### src/rtl/mul_seq_ctrl_pkg.sv
// mul_seq_ctrl_pkg: op and state encodings plus default width for the sequential multiplier
package mul_seq_ctrl_pkg;
    localparam int N_DEF = 32;
    typedef enum logic [1:0] {OP_MUL, OP_MULH, OP_MULHSU, OP_MULHU} op_t;
    typedef enum logic [2:0] {IDLE, PREP_A, PREP_B, ITER, NEG_LO, NEG_HI, DONE} state_t;
endpackage

### src/rtl/mul_seq_ctrl_if.sv
// mul_seq_ctrl_if: request/response bundle between the EX stage and the multiplier
interface mul_seq_ctrl_if
    import mul_seq_ctrl_pkg::*;
#(
    parameter int N = N_DEF
);
    logic start;
    logic kill;
    op_t op;
    logic [N-1:0] rs1;
    logic [N-1:0] rs2;
    logic busy;
    logic done;
    logic [N-1:0] result;
    modport master(output start, kill, op, rs1, rs2, input busy, done, result);
    modport slave(input start, kill, op, rs1, rs2, output busy, done, result);
endinterface

### src/rtl/mul_seq_adder_mux.sv
// mul_seq_adder_mux: per-state operand select feeding the single shared N+1-bit ripple-carry adder
module mul_seq_adder_mux
    import mul_seq_ctrl_pkg::*;
#(
    parameter int N = N_DEF
) (
    input  state_t       st,
    input  logic         n1,
    input  logic         n2,
    input  logic         ncarry,
    input  logic [N-1:0] r1,
    input  logic [N-1:0] r2,
    input  logic [N-1:0] mcand,
    input  logic [N-1:0] p_hi,
    input  logic [N-1:0] p_lo,
    output logic [N:0]   s
);
    logic [N-1:0] a;
    logic [N-1:0] b;
    logic [N:0] c;
    always_comb begin
        a = st == PREP_A ? (n1 ? ~r1 : r1) :
            st == PREP_B ? (n2 ? ~r2 : r2) :
            st == ITER   ? p_hi :
            st == NEG_LO ? ~p_lo : ~p_hi;
        b = st == ITER ? mcand : '0;
        c[0] = st == PREP_A ? n1 :
               st == PREP_B ? n2 :
               st == NEG_LO ? 1'b1 :
               st == NEG_HI ? ncarry : 1'b0;
    end
    for (genvar i = 0; i < N; i++) begin : g_rca
        assign s[i]   = a[i] ^ b[i] ^ c[i];
        assign c[i+1] = (a[i] & b[i]) | (c[i] & (a[i] ^ b[i]));
    end
    assign s[N] = c[N];
endmodule

### src/rtl/mul_seq_ctrl.sv
// mul_seq_ctrl: multi-cycle shift-add multiplier (MUL/MULH/MULHSU/MULHU) on one shared adder.
// Define MUL_SEQ_EARLY_TERM_EN to finish ITER early once the remaining multiplier bits are zero.
module mul_seq_ctrl
    import mul_seq_ctrl_pkg::*;
#(
    parameter int N     = N_DEF,
    parameter int CNT_W = 6
) (
    input logic            clk,
    input logic            rst,
    mul_seq_ctrl_if.slave  bus
);
    state_t st;
    op_t opr;
    logic [N-1:0] r1, r2, mcand, result_q;
    logic [2*N-1:0] p;
    logic [CNT_W-1:0] cnt;
    logic n1, n2, neg, ncarry, busy_q, done_q;
    logic s1n, s2n;
    logic [N:0] s;
    logic [N-1:0] hi;
    assign s1n = (bus.op == OP_MULH || bus.op == OP_MULHSU) && bus.rs1[N-1];
    assign s2n = bus.op == OP_MULH && bus.rs2[N-1];
    assign hi  = neg ? s[N-1:0] : p[2*N-1:N];
`ifdef MUL_SEQ_EARLY_TERM_EN
    logic rem_zero;
    logic [CNT_W:0] shamt;
    // low N-cnt bits of P are the multiplier bits not yet consumed
    assign rem_zero = (p[N-1:0] & ({N{1'b1}} >> cnt)) == '0;
    assign shamt    = (CNT_W+1)'(N) - {1'b0, cnt};
`endif
    mul_seq_adder_mux #(.N(N)) u_add (
        .st(st), .n1(n1), .n2(n2), .ncarry(ncarry), .r1(r1), .r2(r2),
        .mcand(mcand), .p_hi(p[2*N-1:N]), .p_lo(p[N-1:0]), .s(s)
    );
    always_ff @(posedge clk or posedge rst) begin
        if (rst) begin
            st <= IDLE;
            opr <= OP_MUL;
            r1 <= '0;
            r2 <= '0;
            mcand <= '0;
            p <= '0;
            cnt <= '0;
            n1 <= 1'b0;
            n2 <= 1'b0;
            neg <= 1'b0;
            ncarry <= 1'b0;
            busy_q <= 1'b0;
            done_q <= 1'b0;
            result_q <= '0;
        end else if (bus.kill) begin
            st <= IDLE;
            busy_q <= 1'b0;
            done_q <= 1'b0;
        end else begin
            case (st)
                IDLE: if (bus.start) begin
                    opr <= bus.op;
                    r1 <= bus.rs1;
                    r2 <= bus.rs2;
                    n1 <= s1n;
                    n2 <= s2n;
                    neg <= s1n ^ s2n;
                    busy_q <= 1'b1;
                    st <= PREP_A;
                end
                PREP_A: begin
                    mcand <= s[N-1:0];
                    st <= PREP_B;
                end
                PREP_B: begin
                    p <= {{N{1'b0}}, s[N-1:0]};
                    cnt <= '0;
                    st <= ITER;
                end
                ITER:
`ifdef MUL_SEQ_EARLY_TERM_EN
                if (rem_zero) begin
                    p <= p >> shamt;
                    st <= NEG_LO;
                end else
`endif
                begin
                    p <= p[0] ? {s, p[N-1:1]} : {1'b0, p[2*N-1:1]};
                    cnt <= cnt + 1'b1;
                    if (cnt == CNT_W'(N-1)) st <= NEG_LO;
                end
                NEG_LO: begin
                    if (neg) p[N-1:0] <= s[N-1:0];
                    ncarry <= s[N];
                    st <= NEG_HI;
                end
                NEG_HI: begin
                    p[2*N-1:N] <= hi;
                    result_q <= opr == OP_MUL ? p[N-1:0] : hi;
                    done_q <= 1'b1;
                    st <= DONE;
                end
                DONE: begin
                    done_q <= 1'b0;
                    busy_q <= 1'b0;
                    st <= IDLE;
                end
                default: st <= IDLE;
            endcase
        end
    end
    assign bus.busy   = busy_q;
    assign bus.done   = done_q;
    assign bus.result = result_q;
endmodule
### src/flat_wrapper.sv
// flat-port wrapper written by rule: the top's interface ports become plain ports
module mul_seq_ctrl_flat import mul_seq_ctrl_pkg::*;
#(
    parameter int N     = N_DEF,
    parameter int CNT_W = 6
)
  (clk, rst, bus_start, bus_kill, bus_op, bus_rs1, bus_rs2, bus_busy, bus_done, bus_result);
  mul_seq_ctrl_if #(.N(N)) bus_i ();
  input logic clk;
  input logic rst;
  input wire logic [$bits(bus_i.start)-1:0] bus_start;
  input wire logic [$bits(bus_i.kill)-1:0] bus_kill;
  input wire logic [$bits(bus_i.op)-1:0] bus_op;
  input wire logic [$bits(bus_i.rs1)-1:0] bus_rs1;
  input wire logic [$bits(bus_i.rs2)-1:0] bus_rs2;
  output wire logic [$bits(bus_i.busy)-1:0] bus_busy;
  output wire logic [$bits(bus_i.done)-1:0] bus_done;
  output wire logic [$bits(bus_i.result)-1:0] bus_result;
  assign bus_i.start = bus_start;
  assign bus_i.kill = bus_kill;
  assign bus_i.op = bus_op;
  assign bus_i.rs1 = bus_rs1;
  assign bus_i.rs2 = bus_rs2;
  assign bus_busy = bus_i.busy;
  assign bus_done = bus_i.done;
  assign bus_result = bus_i.result;
  mul_seq_ctrl #(.N(N), .CNT_W(CNT_W)) u_core (.clk(clk), .rst(rst), .bus(bus_i));
endmodule
### config.mk
export PLATFORM = sky130hd
export DESIGN_NAME = mul_seq_ctrl_flat
export DESIGN_NICKNAME = d
export VERILOG_FILES = /design/src/rtl/mul_seq_ctrl_pkg.sv /design/src/rtl/mul_seq_ctrl_if.sv /design/src/rtl/mul_seq_adder_mux.sv /design/src/rtl/mul_seq_ctrl.sv /design/src/flat_wrapper.sv
export SDC_FILE = /design/constraint.sdc
export NUM_CORES = 1
export LEC_CHECK = 0
export CORE_UTILIZATION = 47
export CTS_BUF_LIST = sky130_fd_sc_hd__clkbuf_8 sky130_fd_sc_hd__clkbuf_16
export DETAILED_ROUTE_END_ITERATION = 8
export PLACE_DENSITY = 0.65
export SKIP_LAST_GASP = 1
export SLEW_MARGIN = 20
export SYNTH_ARGS = -nofsm -noshare
export SYNTH_HDL_FRONTEND = slang
export SYNTH_SLANG_ARGS = --single-unit
### constraint.sdc
create_clock -name clk -period 17.5 [get_ports clk]
set_input_delay 1.75 -clock clk [delete_from_list [all_inputs] [get_ports clk]]
set_output_delay 1.75 -clock clk [all_outputs]
set_load 0.01 [all_outputs]
Word level (Yosys, flattened, before mapping)
Cells that the tools add are included.
Widths: inputs -> output; s select.
Operators by class
  $add $sub $neg: 1
  eq/ne operators: 12
  multiplexer cells: 27
  bitwise operators: 166
  reduce and logical (&&, ||, !) cells: 19
Operators with widths (count)
  $mux 32: 10
  $pmux 32 s3: 2
  $not 32->32: 4
  $xor 1x1->1: 65
  $and 1x1->1: 64
  $mux 64: 1
  $or 1x1->1: 32
  $pmux 3 s6: 1
  $reduce_and 2->1: 7
  $pmux 6 s2: 1
  $reduce_bool 3->1: 4
  $eq 3x3->1 const B: 3
  $mux 3: 3
  $mux 1: 7
  $add 6x1->6 const B: 1
  $eq 3x2->1 const B: 2
  $eq 6x5->1 const B: 1
  $reduce_and 3->1: 2
  $pmux 1 s2: 2
  $eq 3x1->1 const B: 1
  $logic_not 3->1: 1
  $ne 3x2->1 const B: 1
  $ne 3x3->1 const B: 1
  $eq 2x1->1 const B: 1
  7 further kinds: 8
Word-level totals
  bits in registers: 209
  input bits: 70

Depth between registers and ports, before layout
  depth after elaboration: 72
  gate-level depth with buffers: 45
  depth with buffers taken out: 42

Cells and area by module
Synthesis repeated with hierarchy kept, for this count alone.
Unflattened totals
  cells, all modules: 1098
  area total of the unflattened synthesis: 12744.7 um^2
Modules (own cells, without submodules)
  mul_seq_ctrl: instances 1, cells an instance 726, area each 9835.7 um^2, sequential area each 5230.0 um^2
  mul_seq_adder_mux: instances 1, cells an instance 372, area each 2909.0 um^2, sequential area each 0.0 um^2

Worst setup path after synthesis
No wires, ideal clock.
  path type: register -> register
  start point: register u_core.st[2]
  end point: register u_core.result_q[31] (netlist: u_core.bus.result[31])
  data arrival time: 15.136 ns
  required time: 17.373 ns
  setup slack: 2.237 ns
  stages on the path, launching flop included: 46
  buffers on the path: 3
  path through: dfrtp_1 buf_2 nor2b_1 clkbuf_1 buf_2 a22oi_1 o22ai_1 o21ai_0 fa_1 fa_1 fa_1 fa_1 fa_1 fa_1 fa_1 fa_1 fa_1 fa_1 [10 not listed] fa_1 fa_1 fa_1 fa_1 fa_1 fa_1 fa_1 fa_1 fa_1 inv_1 fa_1 inv_1 fa_1 fa_1 mux2i_1 nor2_1 a21oi_1 o21ai_0
Between the ends
  cells in the longest elaborated chain, start to end: 71
Ends and longest elaborated chain
  from (decl): line mul_seq_ctrl.sv:13  | state_t st;
  from (signal assigned): line mul_seq_ctrl.sv:38  | st <= IDLE;
  from (signal assigned): line mul_seq_ctrl.sv:53  | st <= IDLE;
  from (signal assigned): line mul_seq_ctrl.sv:66  | st <= PREP_A;
  $eq 3x3->1: line mul_seq_adder_mux.sv:25, mul_seq_adder_mux.sv:29
  $mux 32: line mul_seq_adder_mux.sv:25  | st == NEG_LO ? ~p_lo : ~p_hi;
  $mux 32: line mul_seq_adder_mux.sv:24  | st == ITER ? p_hi :
  $mux 32: line mul_seq_adder_mux.sv:23  | st == PREP_B ? (n2 ? ~r2 : r2) :
  $mux 32: line mul_seq_adder_mux.sv:22  | a = st == PREP_A ? (n1 ? ~r1 : r1) :
  $xor 1x1->1: line mul_seq_adder_mux.sv:34  | assign c[i+1] = (a[i] & b[i]) | (c[i] & (a[i] ^ b[i]));
  $and 1x1->1: line mul_seq_adder_mux.sv:34
  $or 1x1->1: line mul_seq_adder_mux.sv:34
  [56 not listed]
  $and 1x1->1: line mul_seq_adder_mux.sv:34
  $or 1x1->1: line mul_seq_adder_mux.sv:34
  $and 1x1->1: line mul_seq_adder_mux.sv:34
  $or 1x1->1: line mul_seq_adder_mux.sv:34
  $xor 1x1->1 (*): line mul_seq_adder_mux.sv:33  | assign s[i] = a[i] ^ b[i] ^ c[i];
  net u_core.s[31]: line mul_seq_ctrl.sv:20  | logic [N:0] s;
  $mux 32 (*): line mul_seq_ctrl.sv:24  | assign hi = neg ? s[N-1:0] : p[2*N-1:N];
  $mux 32 (*): line mul_seq_ctrl.sv:96  | result_q <= opr == OP_MUL ? p[N-1:0] : hi;
  to (signal assigned): line mul_seq_ctrl.sv:96
  to (decl): line mul_seq_ctrl.sv:15  | logic [N-1:0] r1, r2, mcand, result_q;
Mark *: on every way through the listed nets, which the timed path passes. The rest lies on a longest branch.
A chain may end at the register's enable or synchronous reset.

Final worst setup path
  start point: register u_core.st[1]
  end point: register u_core.result_q[31] (netlist: u_core.bus.result[31])
The elaborated chain is that of the path after synthesis.

==> metrics.md <==
| Metric | Value |
|---|---|
| Final Slew Violations | `0` |
| Lkg Pwr | `6.12 nW` |
| Fin Setup TNS | `0 ps` |
| Critical Path End | `u_core.bus.result[31]` |
| Netlist cell types | `43` |
| R2R Setup Slk | `1360 ps` |
| CTS Root Cell | `clkbuf_16` |
| Final hold violations | `0` |
| CP delay by family, top | `adder cells` |
| Final net count | `1,287` |
| Largest cells by area after synthesis | `dfrtp_1 (43%), mux2i_1 (10%), mux2_2 (8.8%)` |
| Ratio of cells with drive above 1 in the final layout | `13.8%` |
| Setup crit start | `u_core.st[1]` |
| Minimum clock period | `16,140 ps` |
| Initial Util | `48.0%` |
| Post-Route Utilization | `55.9%` |
| Largest net degree at the start of global routing | `131` |
| Routability Congestion | `0.863` |
| DP HPWL | `19,700 µm` |
| Final Cell Area | `0.0141 mm²` |
| Synth area leader | `dfrtp_1` |
| Global-route wire length before repair | `49,100 µm` |
| CTS sink cnt | `209` |
| Crit share post-route | `92.2%` |
| # resized after CTS | `0` |
| Final setup fails | `0` |
| Synthesized area | `0.0121 mm²` |
| Post-Place Cells | `1,486` |
| Critical path class | `register to register` |
| Die area | `0.0264 mm²` |
| Clock tree buffer depth | `3` |
| CP peak stage delay | `670 ps` |
| Run status | `finished, final reports clean` |
| Post-CTS Hold Fix Bufs | `0` |
| H-tree depth | `1` |
| Most used cell, CP | `fa_1` |
| RSZ-0062 raised after global routing | `false` |
| Max-slew headroom | `28.5%` |
| Critical Path RT | `17,890 ps` |
| VDD IR max | `0.0000814 V` |
| Mapped Cells | `1,138` |
| Post-Route M1 WL | `15,300 µm` |
| Routed length on met2 | `12,300 µm` |
| Number of synthesized flops with an enable pin | `0` |
| Hold Crit Class | `register to register` |
| P&R area growth vs syn | `16.6%` |
| Cell with the most instances after synthesis | `dfrtp_1` |
| Worst-Skew Late Latency | `520 ps` |
| Antenna violations before repair | `0` |
| Startpoint Class | `register` |
| Iter 0 DRT Violations | `700` |
| Async set-reset flop share out of synthesis | `100%` |
| Max Clock Freq | `0.0619 GHz` |
| Register area share after synthesis | `43.2%` |
| Total wire length | `30,300 µm` |
| Total gr overflow | `0` |
| Total core area | `0.0253 mm²` |
| Num rows | `58` |
| Wire per inst | `19.8 µm` |
| Yosys Warn Count | `0` |
| R2R depth | `43` |
| Capture point of the worst reg-to-reg path | `u_core.bus.result[31]` |
| Top_reg_cell synth | `dfrtp_1` |
| Dpl ws | `1420 ps` |
| Syn avg cell area | `10.6 µm²` |
| Clk pin slew, worst setup/hold paths | `60 ps` |
| Final setup skew | `11.9 ps` |
| I/O Buffers | `103` |
| Die W | `163 µm` |
| Vias in the first global route | `8,600` |
| Total Power | `2.06 mW` |
| DRC | `0` |
| Area share of the largest cell type after synthesis | `43.2%` |
| Crit-path slowest cell | `dfrtp_1` |
| Syn_nets | `1,242` |
| Crit. path cell count | `43` |
| All-Layer GR Usage | `23.6%` |
| Top sig layer | `met4` |
| Commonest cells post-synth | `dfrtp_1 (209), mux2i_1 (125), a21oi_1 (103)` |
| Reg2reg start | `u_core.st[1]` |
| Antenna Violating Nets Remaining | `0` |
| Max Cap Viol | `0` |
| Drt pass-1 iters | `7` |
| Final std cells w/o fill | `1,531` |
| Diode count | `0` |
| Data arrival, critical path | `16,530 ps` |
| Detail Route met3 WL | `2340 µm` |
| Pwr/cell area | `146 mW/mm²` |
| Slew of the pin with the lowest slew margin | `1070 ps` |
| CTS tree | `done` |
| Routed vias/inst | `5.83` |
| I/O Pins | `104` |
| Final WS setup | `1360 ps` |
| Bufs and invs on worst path | `3` |
| Fin Hold WS | `475 ps` |
| Yosys reg bits | `209` |
| Post-CTS Setup Bufs | `0` |
| CTS Buf Count | `24` |
| CP endpoint kind | `register` |
| Die Height | `163 µm` |
| Crit Path Max Fanout | `33` |
| Routed via count | `8,921` |
| Dpl cell area | `0.0133 mm²` |
## cells in the final DEF, fill, tap and decap left out, types with 3 or more instances in the layout
cell type / n
dfrtp_1: 205
mux2i_1: 125
a21oi_1: 103
clkdlybuf4s50_1: 103
mux2_2: 95
o21ai_0: 75
nor2_1: 65
xnor2_1: 65
nand2_1: 48
o21a_1: 33
o22ai_1: 33
o221ai_1: 32
and3_1: 32
a22oi_1: 32
fa_1: 32
clkbuf_16: 25
buf_4: 18
inv_1: 13
nand3_1: 7
nand2b_1: 5
mux2_1: 5
clkbuf_8: 4
dfrtp_2: 4
clkinvlp_4: 3
## state kept, by name (all words and copies together) (netlist names)
register / count
u_core.p: 64
u_core.bus.result: 32
u_core.mcand: 32
u_core.r1: 32
u_core.r2: 32
u_core.cnt: 6
u_core.st: 3
u_core.opr: 2
u_core.bus.busy: 1
u_core.bus.done: 1
u_core.n1: 1
u_core.n2: 1
u_core.ncarry: 1
u_core.neg: 1
## cells by family after synthesis
family          synth area share [%]
flops                           43.2
simple gates                    7.02
xor+xnor                        4.70
fa+ha+maj                       5.50
mux                             19.6
compound gates                  15.9
buf+inv                         4.03
## worst min-delay path by stage
stage | start | endpoint | slack, ps | depth (start not counted)
global placement | u_core.bus.result[14] | u_core.bus.result[14] | 460 | 2
global route | u_core.bus.result[2] | u_core.bus.result[2] | 500 | 2
CTS | u_core.bus.result[25] | u_core.bus.result[25] | 480 | 2
finish | u_core.bus.result[25] | u_core.bus.result[25] | 480 | 2
detailed placement | u_core.bus.result[25] | u_core.bus.result[25] | 470 | 2
floorplan | u_core.opr[1] | u_core.opr[1] | 460 | 1
## worst min-delay path, cell delays in order (launching register included)
cell     delay [ps]
dfrtp_1         340
nand2_1          50
o21ai_0          60
## metal layers
metal / up-vias / global-route usage, %
li1: 4201 / -
met1: 4361 / 38.2
met5: - / 0
met3: 25 / 4.53
met2: 334 / 31.9
met4: 0 / 5.56
## power by group
part,internal [mW],switching [mW]
Clock,0.306,0.204
Combinational,0.356,0.392
Sequential,0.640,0.166
Total,1.30,0.762
## layout make-up
cell class              instances  area [µm²]
inverters                       8        37.5
fillers                      2263       11100
multi-input cells             817        6430
flip-flops and latches        209        5240
repair buffers                123        1200
well taps                     330         413
clock inverters                15         130
clock buffers                  29         681
No activity file was read; power rests on OpenSTA's default activity.
